===== config.mk =====
export PLATFORM = sky130hd
export DESIGN_NAME = audio_tx_buffer
export DESIGN_NICKNAME = d
export VERILOG_FILES = /design/src/rtl/audio_tx_buffer.sv
export SDC_FILE = /design/constraint.sdc
export NUM_CORES = 1
export LEC_CHECK = 0
export CAP_MARGIN = 15
export CORE_ASPECT_RATIO = 1.75
export CORE_MARGIN = 8
export CORE_UTILIZATION = 55
export DETAILED_ROUTE_END_ITERATION = 7
export HOLD_SLACK_MARGIN = 0.1
export PLACE_DENSITY_LB_ADDON = 0.12
export SLEW_MARGIN = 20
export SYNTH_ARGS = -nofsm -noshare
export SYNTH_HDL_FRONTEND = slang
export SYNTH_SLANG_ARGS = --single-unit

===== constraint.sdc =====
create_clock -name clk -period 17.9 [get_ports clk]
set_input_delay 3.58 -clock clk [delete_from_list [all_inputs] [get_ports clk]]
set_output_delay 3.58 -clock clk [all_outputs]
set_load 0.005 [all_outputs]

===== src/rtl/audio_tx_buffer.sv =====
// ============================================================================
// audio_tx_buffer: prefilling FIFO (first-word-fall-through) feeding the codec write port
// Rev 1.0 - initial release
// ============================================================================
`default_nettype none

module audio_tx_buffer #(
  parameter int W           = 24,
  parameter int DEPTH       = 16,
  parameter int START_LEVEL = 8
) (
  input  logic                     clk,
  input  logic                     reset,
  input  logic                     isValid,
  input  logic [W-1:0]             dataInLeft,
  input  logic [W-1:0]             dataInRight,
  input  logic                     write_ready,
  output logic                     write,
  output logic [W-1:0]             writedata_left,
  output logic [W-1:0]             writedata_right,
  output logic [$clog2(DEPTH):0]   count,
  output logic                     full,
  output logic                     overflow,
  output logic [7:0]               underflow_cnt
);

  localparam int AW = $clog2(DEPTH);
  localparam int CW = AW + 1;
  localparam logic [CW-1:0] C_DEPTH = CW'(DEPTH);
  localparam logic [CW-1:0] C_START = CW'(START_LEVEL);

  typedef enum logic [0:0] {
    S_FILL   = 1'b0,
    S_STREAM = 1'b1
  } state_t;

  state_t          r_state;
  state_t          w_state_next;
  logic [W-1:0]    r_mem_l [DEPTH];
  logic [W-1:0]    r_mem_r [DEPTH];
  logic [AW-1:0]   r_wr_ptr;
  logic [AW-1:0]   r_rd_ptr;
  logic [CW-1:0]   r_count;
  logic [CW-1:0]   w_count_next;
  logic            r_overflow;
  logic [7:0]      r_ucnt;
  logic            w_push;
  logic            w_drop;
  logic            w_pop;
  logic            w_underflow;

  // Full check uses the pre-edge occupancy, so a same-cycle pop never frees a slot
  assign w_push       = isValid && (r_count != C_DEPTH);
  assign w_drop       = isValid && (r_count == C_DEPTH);
  assign w_pop        = (r_state == S_STREAM) && (r_count != '0) && write_ready;
  assign w_underflow  = (r_state == S_STREAM) && (r_count == '0) && write_ready;
  assign w_count_next = r_count + CW'(w_push) - CW'(w_pop);

  always_comb begin
    w_state_next = r_state;
    case (r_state)
      S_FILL:   if (w_count_next >= C_START) w_state_next = S_STREAM;
      S_STREAM: if (w_underflow)             w_state_next = S_FILL;
      default:  w_state_next = S_FILL;
    endcase
  end

  always_ff @(posedge clk or posedge reset) begin
    if (reset) begin
      r_state    <= S_FILL;
      r_wr_ptr   <= '0;
      r_rd_ptr   <= '0;
      r_count    <= '0;
      r_overflow <= 1'b0;
      r_ucnt     <= '0;
    end else begin
      r_state <= w_state_next;
      r_count <= w_count_next;
      if (w_push) r_wr_ptr <= r_wr_ptr + AW'(1);
      if (w_pop)  r_rd_ptr <= r_rd_ptr + AW'(1);
      if (w_drop) r_overflow <= 1'b1;
      if (w_underflow && (r_ucnt != 8'hFF)) r_ucnt <= r_ucnt + 8'd1;
    end
  end

  always_ff @(posedge clk) begin
    if (w_push) begin
      r_mem_l[r_wr_ptr] <= dataInLeft;
      r_mem_r[r_wr_ptr] <= dataInRight;
    end
  end

  assign write           = w_pop;
  assign writedata_left  = (r_count != '0) ? r_mem_l[r_rd_ptr] : '0;
  assign writedata_right = (r_count != '0) ? r_mem_r[r_rd_ptr] : '0;
  assign count           = r_count;
  assign full            = (r_count == C_DEPTH);
  assign overflow        = r_overflow;
  assign underflow_cnt   = r_ucnt;

endmodule

`default_nettype wire


# Word-level counts from Yosys, hierarchy flattened

Memory sizes are Yosys's and may differ from the RTL's.
Index checks and enable logic that the tools add are counted.
W data, S select, Z words.

Output and inout bits: 64
Bits of input ports: 52
Word-level logic and storage cells: 34
Memories kept: 2
RAM bits: 768
Register bits after elaboration: 23

Equality and inequality tests: 3
Muxes and demuxes: 7
Reductions and logical operators: 9
Order comparisons: 1
$add $sub $neg: 5
Bitwise operators: 1

Memory list:

| name    | words | width | read ports | clocked after Yosys merged registers in | write ports | RTL line | text |
|---|---|---|---|---|---|---|---|
| r_mem_l | 16    | 24    | 1          | 0                                       | 1           | 39       | `logic [W-1:0] r_mem_l [DEPTH];` |
| r_mem_r | 16    | 24    | 1          | 0                                       | 1           | 40       | `logic [W-1:0] r_mem_r [DEPTH];` |

Operators by type and width:

| cell                  | count |
|---|---|
| $mux W24              | 2 |
| $add A4 B1 Y4 const B | 2 |
| $add A8 B1 Y8 const B | 1 |
| $ne A8 B8 Y1 const B  | 1 |
| $logic_and A1 B1 Y1   | 7 |
| $add A5 B1 Y5         | 1 |
| $eq A5 B5 Y1 const B  | 1 |
| $ge A5 B4 Y1 const B  | 1 |
| $logic_not A5 Y1      | 1 |
| $ne A5 B5 Y1 const B  | 1 |
| $reduce_bool A5 Y1    | 1 |
| $sub A5 B1 Y5         | 1 |
| $mux W1               | 4 |
| $pmux W1 S2           | 1 |
| $not A1 Y1            | 1 |

# Logic depth before layout (Yosys ltp)

Gate-level depths: netlist of run 1.

Depth in word-level cells: 7
Depth in mapped cells: 14

# Least setup slack after synthesis of run 1

No wires, ideal clock.

Path kind: input port to flip-flop
From: in isValid
To: mem r_mem_l[2][0], enable pin
Data arrival time: 8.490 ns
Slack: 8.837 ns
Buffers on the path: 1
Cell stages on the path: 4
Path through: nor2b_1 > buf_2 > inv_2 > nor4_1

Cells in the longest elaborated chain, start to end: 3

Ends and longest elaborated chain:

| element                       | RTL line | text |
|---|---|---|
| from (decl)                   | 14       | `input logic isValid,` |
| $logic_and A1 B1 Y1           | 53       | `assign w_push = isValid && (r_count != C_DEPTH);` |
| $mux W1                       | 87       | `if (w_push) begin` |
| $mux W1 (not written as such) | 88       | `r_mem_l[r_wr_ptr] <= dataInLeft;` |
| to (decl)                     | 39       |  |

Every way passes these cells.

# Worst setup path in the final report of run 1

From: in write_ready
To: out write

Cells in the longest elaborated chain, start to end: 1

Ends and longest elaborated chain:

| element             | RTL line | text |
|---|---|---|
| from (decl)         | 17       | `input logic write_ready,` |
| $logic_and A1 B1 Y1 | 55       | `assign w_pop = (r_state == S_STREAM) && (r_count != '0) && write_ready;` |
| to (decl)           | 18       | `output logic write,` |

Every way passes these cells.

==> results of run 1 <==
==> final cells by class <==
| class | count | share of cell area, % |
|---|---|---|
| flip-flops and latches | 791 | 69.2 |
| well taps | 690 | 2.53 |
| clock buffers | 81 | 5.43 |
| multi-input cells | 422 | 17.7 |
| repair buffers | 140 | 3.95 |
| inverters | 15 | 0.165 |
| clock inverters | 42 | 1.04 |
==> sequential cells by signal, summed over array words and instances, names as in the netlist <==
signal,flops
underflow_cnt,8
r_mem_l,384
r_wr_ptr,4
r_rd_ptr,4
r_mem_r,384
r_state,1
overflow,1
count,5
==> how the worst min path moves through the flow <==
stage,startpoint,end,cells past startpoint,slack [ns]
detailed placement,overflow$_DFFE_PP0P_,overflow$_DFFE_PP0P_,1,0.46
floorplan,overflow$_DFFE_PP0P_,overflow$_DFFE_PP0P_,1,0.45
global route,overflow$_DFFE_PP0P_,overflow$_DFFE_PP0P_,1,0.48
global placement,overflow$_DFFE_PP0P_,overflow$_DFFE_PP0P_,1,0.44
finish,overflow$_DFFE_PP0P_,overflow$_DFFE_PP0P_,1,0.47
CTS,overflow$_DFFE_PP0P_,overflow$_DFFE_PP0P_,1,0.47
==> routing by layer <==
metal  up-vias  routed length [um]  GRT usage [%]
li1       5780                   -              -
met5         -                   0              0
met3        86                3370           3.18
met4         0                1280           5.53
met2       387               32200           34.2
met1      7308               25700           27.3
==> logic make-up after synthesis <==
kind of cell	Yosys count	share of synthesized area, %
flip-flops	791	78.8
multiplexers	194	14.5
AO/OA/AOI/OAI	105	2.80
AND/OR/NAND/NOR	93	1.49
buffers and inverters	83	1.33
XOR/XNOR	17	0.497
adder cells (fa/ha/maj)	13	0.567
==> metrics by stage <==
| step | hold WS [ns] | setup slack, ns | cell area [um^2] |
|---|---|---|---|
| finish | 0.468 | 9.27 | 34200 |
| global route | 0.484 | 9.19 | 34200 |
| CTS | 0.471 | 9.26 | 34200 |
| detailed placement | 0.456 | 9.26 | 32000 |
| global placement | 0.443 | 9.27 | 32000 |
| floorplan | 0.451 | 8.84 | 30000 |
==> synthesized netlist by cell type, types with 3 or more instances <==
library cell  count
nand4_1           3
buf_1             4
a22oi_1          86
ha_1             12
nor2_1            6
edfxtp_1        768
xor2_1            8
nand2_1          56
buf_4             4
buf_6             3
mux4_2          192
nand3_1           3
xnor2_1           9
and2_1            5
inv_1            14
nor4_1            5
a22oi_2          10
buf_2            39
nor3b_1           3
nor3_1            7
clkbuf_1         18
dfrtp_1          23
==> critical path, stage by stage <==
cell and delay, ns:
clkdlybuf4s50_1 0.46, and2_1 0.20, and2b_1 0.27, clkdlybuf4s50_1 0.54
==> layout by cell type (no fill, tap or decap), drive strengths merged, types with 7 or more instances in the layout <==
cell type | netlist | routed
edfxtp | 768 | 768
nand2 | 56 | 56
bufinv | 0 | 7
dfrtp | 23 | 23
mux4 | 192 | 192
xnor2 | 9 | 9
a22oi | 96 | 96
ha | 12 | 12
buf | 50 | 25
xor2 | 8 | 8
inv | 15 | 15
clkbuf | 18 | 81
clkinv | 0 | 34
nor3 | 7 | 7
clkdlybuf4s50 | 0 | 115
==> power groups by stage <==
stage | clock (uW) | sequential, uW | combinational [uW]
3_5_place_dp | 0 | 2400 | 1600
3_3_place_gp | 0 | 2390 | 1590
4_1_cts | 1500 | 2360 | 1610
6_report | 1470 | 2360 | 1560
5_1_grt | 1570 | 2380 | 1680
2_1_floorplan | 0 | 2310 | 1030
==> metrics.md, run 1 <==
| Metric | Value |
|---|---|
| Placed cell count | 2,058 |
| Port bufs | roughly 120 |
| Yosys warns | 0 |
| Comb power frac | between 20% and 30% |
| Number of inserted diodes | 0 |
| Sequential share of power | 43.7% |
| Root Buffer | clkbuf_16 |
| Syn Nets | 1,361 |
| CP endpoint | write |
| Top post-synthesis cells by area | edfxtp_1, mux4_2, a22oi_1 |
| Sw frac | 28.5% |
| Post-synth top area cell | edfxtp_1 |
| Multi-input gate area | 6060 um^2 |
| Final Non-Filler Cells | between 2,000 and 2,500 |
| CP arrival | 5.05 ns |
| Area grow syn2layout | 14.0% |
| Post-synth top area share | 76.9% |
| Setup violators final | 0 |
| Hold-fix buffers, CTS | 0 |
| TritonCTS Buffers | 70 |
| Clock group share of total power | a little over a quarter |
| Drt via density | around 6.2 |
| WS Path Type | in2out |
| Post-synth cell types | 37 |
| Finished Core Util | approximately 63% |
| Share of cells above drive strength 1 | 23.2% |
| Clock sinks | 791 |
| Critical path startpoint category | primary input |
| Final Hold Vio Count | 0 |
| Post-CTS Resized | 0 |
| Status | completed |
| GRT Total Usage | 20.3% |
| Clock Path Buffers | 3 |
| Syn avg cell area | 23.1 um^2 |
| R2r setup slk | about 14 ns |
| Worst-Margin Slew | approximately 1.1 ns |
| Hold Crit Class | reg2reg |
| # rows | 113 |
| Drt total wl | ~63,000 um |
| Final Net Count | 1,505 |
| Clock Pin Slew Worst Setup and Hold Paths | ~0.070 ns |
| Die Y | 325 um |
| Most common flop cell mapped by yosys | edfxtp_1 |
| Reg area | 23,600 um^2 |
| Die area | 62,500 um^2 |
| I/O Pins | 116 |
| Share of the yosys chip area belonging to registers | 78.8% |
| Die Wd | 193 um |
| P_int | 3850 uW |
| Share of synthesized flip-flops with an asynchronous set or reset | 2.91% |
| Worst R2R Path Depth | 7 |
| Fin crit share | between 40% and 50% |
| Via count | 13,600 |
| Slew Limit Fails | 0 |
| NetSw | 1540 uW |
| Minimum clock period after layout | ~8.6 ns |
| Synth Cell Area | about 30,000 um^2 |
| # DRC | 0 |
| PwrDens | around 160 nW/um^2 |
| R2r endpoint | r_mem_r[10][18]$_DFFE_PP_ |
| DRT antenna net count | 0 |
| Largest net degree at the start of global routing | 120 |
| RePlAce Congestion | 0.713 |
| Setup tns final | 0 ns |
| P_leak | 0.0108 uW |
| Initial drt markers | 1,133 |
| DRT Pass-1 Iters | 5 |
| Rel. slew slack | 27.5% |
| Core area | 54,200 um^2 |
| Skew-Pair Late Insertion Delay | about 0.6 ns |
| Pwr Total | 5390 uW |
| Crit path from | write_ready |
| Cells after synthesis | 1,296 |
| First-pass GRT wire length | 92,200 um |
| Fillers | 3,671 |
| Max Cap Viol | 0 |
| Post-CTS repair timing setup buffer count | 0 |
| Peak VDD IR | 0.112 mV |
| Reg2Reg Launch Point | count[3]$_DFF_PP0_ |
| Initial antenna violation count | 0 |
| Flops & latches, synth | 791 |
| Initial core utilization | 55.4% |
| Wirelength per Cell | 28.7 um |
| Vias in the first global route | 14,300 |
| Worst Setup End Kind | primary output |
| Dpl hpwl | 29,900 um |
| CTS H-Tree Depth | 3 |
| CP Max Fanout | 6 |
| CP Data Required Time | 14.32 ns |
| Fmax | around 120 MHz |
| RSZ-0062 raised after global routing | false |
| Number of synthesized flops with an enable pin | 768 |
| CTS tree | yes |
| Total gr overflow | 0 |
| Clk_skew | 0.0277 ns |
Power figures use the tool's default switching activity.
==> run 2, diff against run 1 <==
clock period = 7.75 ns   (was 17.9 ns; I/O delays follow)
==> metrics.md, run 2 (synthesis results as in run 1) <==
| Metric | Value |
|---|---|
| Status | completed |
| Initial antenna violation count | 2 (+2) |
| R2r endpoint | r_mem_l[14][23]$_DFFE_PP_ |
| Rel. slew slack | 31.0% (+3.5 points) |
| Critical path startpoint category | flip-flop |
| Hold-fix buffers, CTS | 0 (unchanged) |
| Post-CTS Resized | 0 (unchanged) |
| Total gr overflow | 0 (unchanged) |
| WS Path Type | reg2out |
| Largest net degree at the start of global routing | 82 (-32%) |
| Die Y | 325 um (unchanged) |
| Skew-Pair Late Insertion Delay | 0.59 ns (about the same) |
| PwrDens | 366 nW/um^2 (+130%) |
| Worst Setup End Kind | primary output |
| Peak VDD IR | 0.263 mV (+140%) |
| # DRC | 0 (unchanged) |
| R2r setup slk | 4.19 ns (-10.25 ns) |
| Slew Limit Fails | 0 (unchanged) |
| Hold Crit Class | reg2reg |
| Core area | 54,200 um^2 (unchanged) |
| Fmax | 191 MHz |
| Via count | 13,700 (+1.1%) |
| P_leak | 0.0109 uW (+0.44%) |
| CP arrival | 3.69 ns (-1.36 ns) |
| RSZ-0062 raised after global routing | false |
| Vias in the first global route | 14,900 (+3.7%) |
| Crit path from | r_rd_ptr[0]$_DFFE_PP0P_ |
| Die area | 62,500 um^2 (unchanged) |
| First-pass GRT wire length | 95,200 um (+3.2%) |
| Reg2Reg Launch Point | count[3]$_DFF_PP0_ |
| Largest stage delay, worst path | 1.05 ns (+0.51 ns) |
| CP Data Required Time | 6.20 ns (-8.12 ns) |
| Final Hold Vio Count | 0 (unchanged) |
| GRT Total Usage | 20.7% (+0.44 points) |
| Fin crit share | 67.6% |
| CP Max Fanout | 59 (+53) |
| DRT Pass-1 Iters | 5 (unchanged) |
| Worst-Margin Slew | 1.03 ns (-0.0465 ns) |
| Most frequent cells in the layout | edfxtp_1, mux4_2, clkdlybuf4s50_1, a22oi_1, clkbuf_16 |
| Worst Hold Endpoint | overflow$_DFFE_PP0P_ |
| Root Buffer | clkbuf_16 |
| CP max stage cell | dfrtp_4 |
| Drt total wl | 63,300 um (+1.2%) |
| Most common cell after layout, fill and taps aside | edfxtp_1 |
| Port bufs | 115 (unchanged) |
| I/O Pins | 116 (unchanged) |
| Max Cap Viol | 0 (unchanged) |
| # rows | 113 (unchanged) |
| Setup slack after layout | 2.51 ns (-6.76 ns) |
| Clock Pin Slew Worst Setup and Hold Paths | 0.07 ns (about the same) |
| Post-CTS repair timing setup buffer count | 0 (unchanged) |
| CTS H-Tree Depth | 3 (unchanged) |
| Finished Core Util | 63.3% (+0.18 points) |
| Clock sinks | 791 (unchanged) |
| Drt via density | 6.27 (+0.88%) |
| Setup tns final | 0 ns (unchanged) |
| Setup violators final | 0 (unchanged) |
| Crit path cell chain | buf_12 -> nor3b_2 -> buf_4 -> a22oi_1 -> nand2_1 -> clkdlybuf4s50_1 |
| Hold Crit Depth | 1 (unchanged) |
| Minimum clock period after layout | 5.24 ns |
| Die Wd | 193 um (unchanged) |
| Area grow syn2layout | 14.3% |
| TritonCTS Buffers | 71 (+1.4%) |
| Pre-CTS setup slack | 2.95 ns (-6.31 ns) |
| HP Start | overflow$_DFFE_PP0P_ |
| Initial drt markers | 950 (-16%) |
| Final Net Count | 1,507 (+0.13%) |
| Clock Path Buffers | 3 (unchanged) |
| CTS tree | yes |
| Share of cells above drive strength 1 | 23.7% (+0.47 points) |
| Clk_skew | 0.0175 ns (-0.0102 ns) |
| Worst R2R Path Depth | 7 (unchanged) |
| Initial core utilization | 55.4% (unchanged) |
| DRT antenna net count | 0 (unchanged) |
| Dpl hpwl | 31,500 um (+5.3%) |
| RePlAce Congestion | 0.706 (-1.0%) |
| Wirelength per Cell | 29.0 um (+0.99%) |
run 2: cell types whose count changed in the layout (fill, tap and decap cells not counted), moves of 2 or more:
cell / previous run / this run
buf_12: 1 / 3
clkinv_1: 25 / 20
clkinv_4: 0 / 2
inv_6: 0 / 2
run 2: worst max path at each step:
stage                               to  slack [ns]  cells past startpoint
3_5_place_dp         writedata_left[0]        2.95                      6
6_report             writedata_left[0]        2.51                      6
4_1_cts              writedata_left[0]        2.29                      6
5_1_grt              writedata_left[0]        2.16                      6
3_3_place_gp         writedata_left[0]        2.93                      6
2_1_floorplan  r_mem_l[2][0]$_DFFE_PP_        0.72                      4
run 2: final cells by class:
cell class	count	area (um^2)
Timing Repair Buffer	141	1380
Clock inverter	43	394
Inverter	15	56.3
Tap cell	690	863
Antenna cell	1	2.50
Fill cell	3606	19900
Clock buffer	83	1890
Sequential cell	791	23600
Multi-Input combinational cell	422	6050
run 2: worst max-delay path, delay by kind of cell (launching register included):
kind / cells / cell delay, ns
buffers and inverters: 3 / 1.42
AOI/OAI and AO/OA: 1 / 0.12
and+or+nand+nor: 2 / 0.42
DFF: 1 / 1.05
run 2: power by group:
part           internal (uW)  switching, uW  leakage, uW
registers               5150            310      0.00721
logic                   1820           1790      0.00255
clock network           1980           1500      0.00112
run 2: per-stage QoR:
| stage | area (um^2) | instances | total power, uW | hold slack [ns] |
|---|---|---|---|---|
| after floorplan | 30000 | 1296 | 7720 | 0.451 |
| after global placement | 32000 | 2059 | 9240 | 0.440 |
| after detailed placement | 32000 | 2059 | 9260 | 0.449 |
| after CTS | 34300 | 2185 | 12700 | 0.463 |
| after global routing | 34300 | 2185 | 13100 | 0.495 |
| final | 34300 | 2186 | 12600 | 0.457 |
run 2: routing by layer:
metal  track usage [%]  vias up  wire length (um)
met3              2.92       91              3310
met2              35.1      410             33300
met5                 0        -                27
met1              27.8     7423             25500
met4              5.81        4              1200
li1                  -     5784                 -
==> run 3, diff against run 2 <==
clock period = 5.2 ns   (was 7.75 ns; I/O delays follow)
==> metrics.md, run 3 (synthesis results as in run 1) <==
| Metric | Value |
|---|---|
| Reg2Reg Launch Point | count[3]$_DFF_PP0_ |
| Total gr overflow | 0 (unchanged) |
| Largest stage delay, worst path | 0.96 ns (-0.09 ns) |
| Fin crit share | a little under nine tenths |
| Hold Crit Class | reg2reg |
| Placed cell areas | 32,300 um^2 (+0.95%) |
| DRT Pass-1 Iters | 5 (unchanged) |
| GRT Total Usage | 20.6% (-0.16 points) |
| CP max stage cell | dfrtp_4 |
| Clock Path Buffers | 3 (unchanged) |
| Port bufs | 115 (unchanged) |
| WHS | 0.458 ns (+0.000539 ns) |
| Root Buffer | clkbuf_16 |
| WS Path Type | reg2out |
| WL met1 | 24,900 um (-2.3%) |
| Wirelength per Cell | 28.8 um (-0.59%) |
| Final Hold Vio Count | 0 (unchanged) |
| HP Start | overflow$_DFFE_PP0P_ |
| CTS H-Tree Depth | 3 (unchanged) |
| Core area | 54,200 um^2 (unchanged) |
| Met3 wire len | 3690 um (+11%) |
| Met2 routed WL | 33,500 um (+0.65%) |
| Status | completed |
| Rel. slew slack | 34.1% (+3.0 points) |
| Final instance area | 34,700 um^2 (+1.3%) |
| Vias in the first global route | 14,700 (-0.85%) |
| Worst Hold Endpoint | overflow$_DFFE_PP0P_ |
| RSZ-0062 raised after global routing | false |
| TritonCTS Buffers | 70 (-1.4%) |
| Die Wd | 193 um (unchanged) |
| Setup violators final | 0 (unchanged) |
| Drt total wl | 63,300 um (about the same) |
| Peak VDD IR | 0.422 mV (+60%) |
| Fillers | 3,564 (-1.2%) |
| Hold Crit Depth | 1 (unchanged) |
| Setup tns final | 0 ns (unchanged) |
| R2r endpoint | r_state$_DFF_PP0_ |
| Worst-Margin Slew | 0.989 ns (-0.0455 ns) |
| # rows | 113 (unchanged) |
| Share of cells above drive strength 1 | 25.1% (+1.4 points) |
| Max Cap Viol | 0 (unchanged) |
| CP Max Fanout | 36 (-39%) |
| Final Non-Filler Cells | 2,200 (+0.64%) |
| CP Data Required Time | 4.16 ns (-2.04 ns) |
| Reg area | 23,600 um^2 (unchanged) |
| Most common cell after layout, fill and taps aside | edfxtp_1 |
| Initial core utilization | 55.4% (unchanged) |
| Post-CTS repair timing setup buffer count | 0 (unchanged) |
| R2r setup slk | 1.79 ns (-2.40 ns) |
| Final Net Count | 1,520 (+0.86%) |
| Hold-fix buffers, CTS | 0 (unchanged) |
| Drt via density | 6.29 (+0.25%) |
| I/O Pins | 116 (unchanged) |
| Clk_skew | 0.0167 ns (-0.000847 ns) |
| P_leak | 0.0111 uW (+1.7%) |
| Initial antenna violation count | 1 (-1) |
| Post-CTS Resized | 0 (unchanged) |
| CP top delay family | flip-flops |
| Clock sinks | 791 (unchanged) |
| Placed cell count | 2,073 (+0.68%) |
| Most frequent cells in the layout | edfxtp_1, mux4_2, clkdlybuf4s50_1, a22oi_1, clkbuf_16 |
| Die Y | 325 um (unchanged) |
| Initial drt markers | 1,174 (+24%) |
| Largest net degree at the start of global routing | 49 (-40%) |
| Minimum clock period after layout | between 4 and 5 ns |
| RePlAce Congestion | 0.723 (+2.5%) |
| First-pass GRT wire length | 93,800 um (-1.4%) |
| Die area | 62,500 um^2 (unchanged) |
| Clock Pin Slew Worst Setup and Hold Paths | 0.06 ns (about the same) |
| PwrDens | 551 nW/um^2 (+50%) |
| Crit path cell chain | buf_4 -> mux4_2 -> a22oi_1 -> nand2_1 -> clkdlybuf4s50_1 |
| Skew-Pair Late Insertion Delay | 0.59 ns (about the same) |
| CP Buf/Inv Count | 2 (-1) |
| Number of inserted diodes | 0 (-1) |
| Multi-input gate area | 6080 um^2 (+0.41%) |
| Critical path startpoint category | flip-flop |
| Slew Limit Fails | 0 (unchanged) |
| Fmax | 225 MHz |
| CTS tree | yes |
| Worst R2R Path Depth | 13 (+6) |
| Via count | 13,800 (+0.89%) |
| Worst Setup End Kind | primary output |
| DRT antenna net count | 0 (unchanged) |
| CP arrival | 3.40 ns (-0.29 ns) |
| Dpl hpwl | 32,600 um (+3.3%) |
| Highest metal used | met5 |
| # DRC | 0 (unchanged) |
| Area grow syn2layout | 15.8% |
==> run 3: cell count changes in the layout (fill, tap and decap cells not counted), sizes merged, moves of 3 or more <==
| cell | previous run | this run |
|---|---|---|
| buf | 26 | 40 |
| inv | 17 | 20 |
| bufinv | 7 | 12 |
| clkinv | 33 | 22 |
| clkinvlp | 1 | 6 |
==> run 3: final cells by class <==
class / instances / share of cell area, %
repair buffers: 155 / 4.79
well taps: 690 / 2.49
flip-flops and latches: 791 / 68.1
clock buffers: 82 / 5.36
multi-input cells: 422 / 17.5
inverters: 15 / 0.162
clock inverters: 45 / 1.60
==> run 3: worst max-delay path by stage <==
stage / startpoint / slack, ns / depth (start not counted) / end
3_5_place_dp: isValid / 1.15 / 11 / r_state$_DFF_PP0_
6_report: r_rd_ptr[0]$_DFFE_PP0P_ / 0.76 / 5 / writedata_left[8]
3_3_place_gp: isValid / 1.20 / 11 / r_state$_DFF_PP0_
4_1_cts: r_rd_ptr[0]$_DFFE_PP0P_ / 0.64 / 5 / writedata_left[8]
2_1_floorplan: isValid / -1.32 / 4 / r_mem_l[2][0]$_DFFE_PP_
5_1_grt: r_rd_ptr[0]$_DFFE_PP0P_ / 0.54 / 5 / writedata_left[6]
==> run 3: per-stage QoR <==
stage	util [%]	power, uW	worst slack (ns)
global placement	59.7	13900	1.20
global route	64.1	19900	0.536
finish	64.1	19100	0.758
floorplan	-	11500	-1.32
detailed placement	59.7	14000	1.15
CTS	64.1	19400	0.645
==> run 3: power by group <==
| part | internal, uW | switching, uW | total, uW |
|---|---|---|---|
| Combinational | 2830 | 2800 | 5630 |
| Clock | 3180 | 2240 | 5420 |
| Sequential | 7670 | 411 | 8080 |
==> run 3: layer usage <==
metal / global-route usage [%] / vias up
met5: 0 / -
met4: 5.90 / 2
met3: 3.19 / 90
met2: 35.2 / 442
met1: 27.0 / 7476
li1: - / 5824
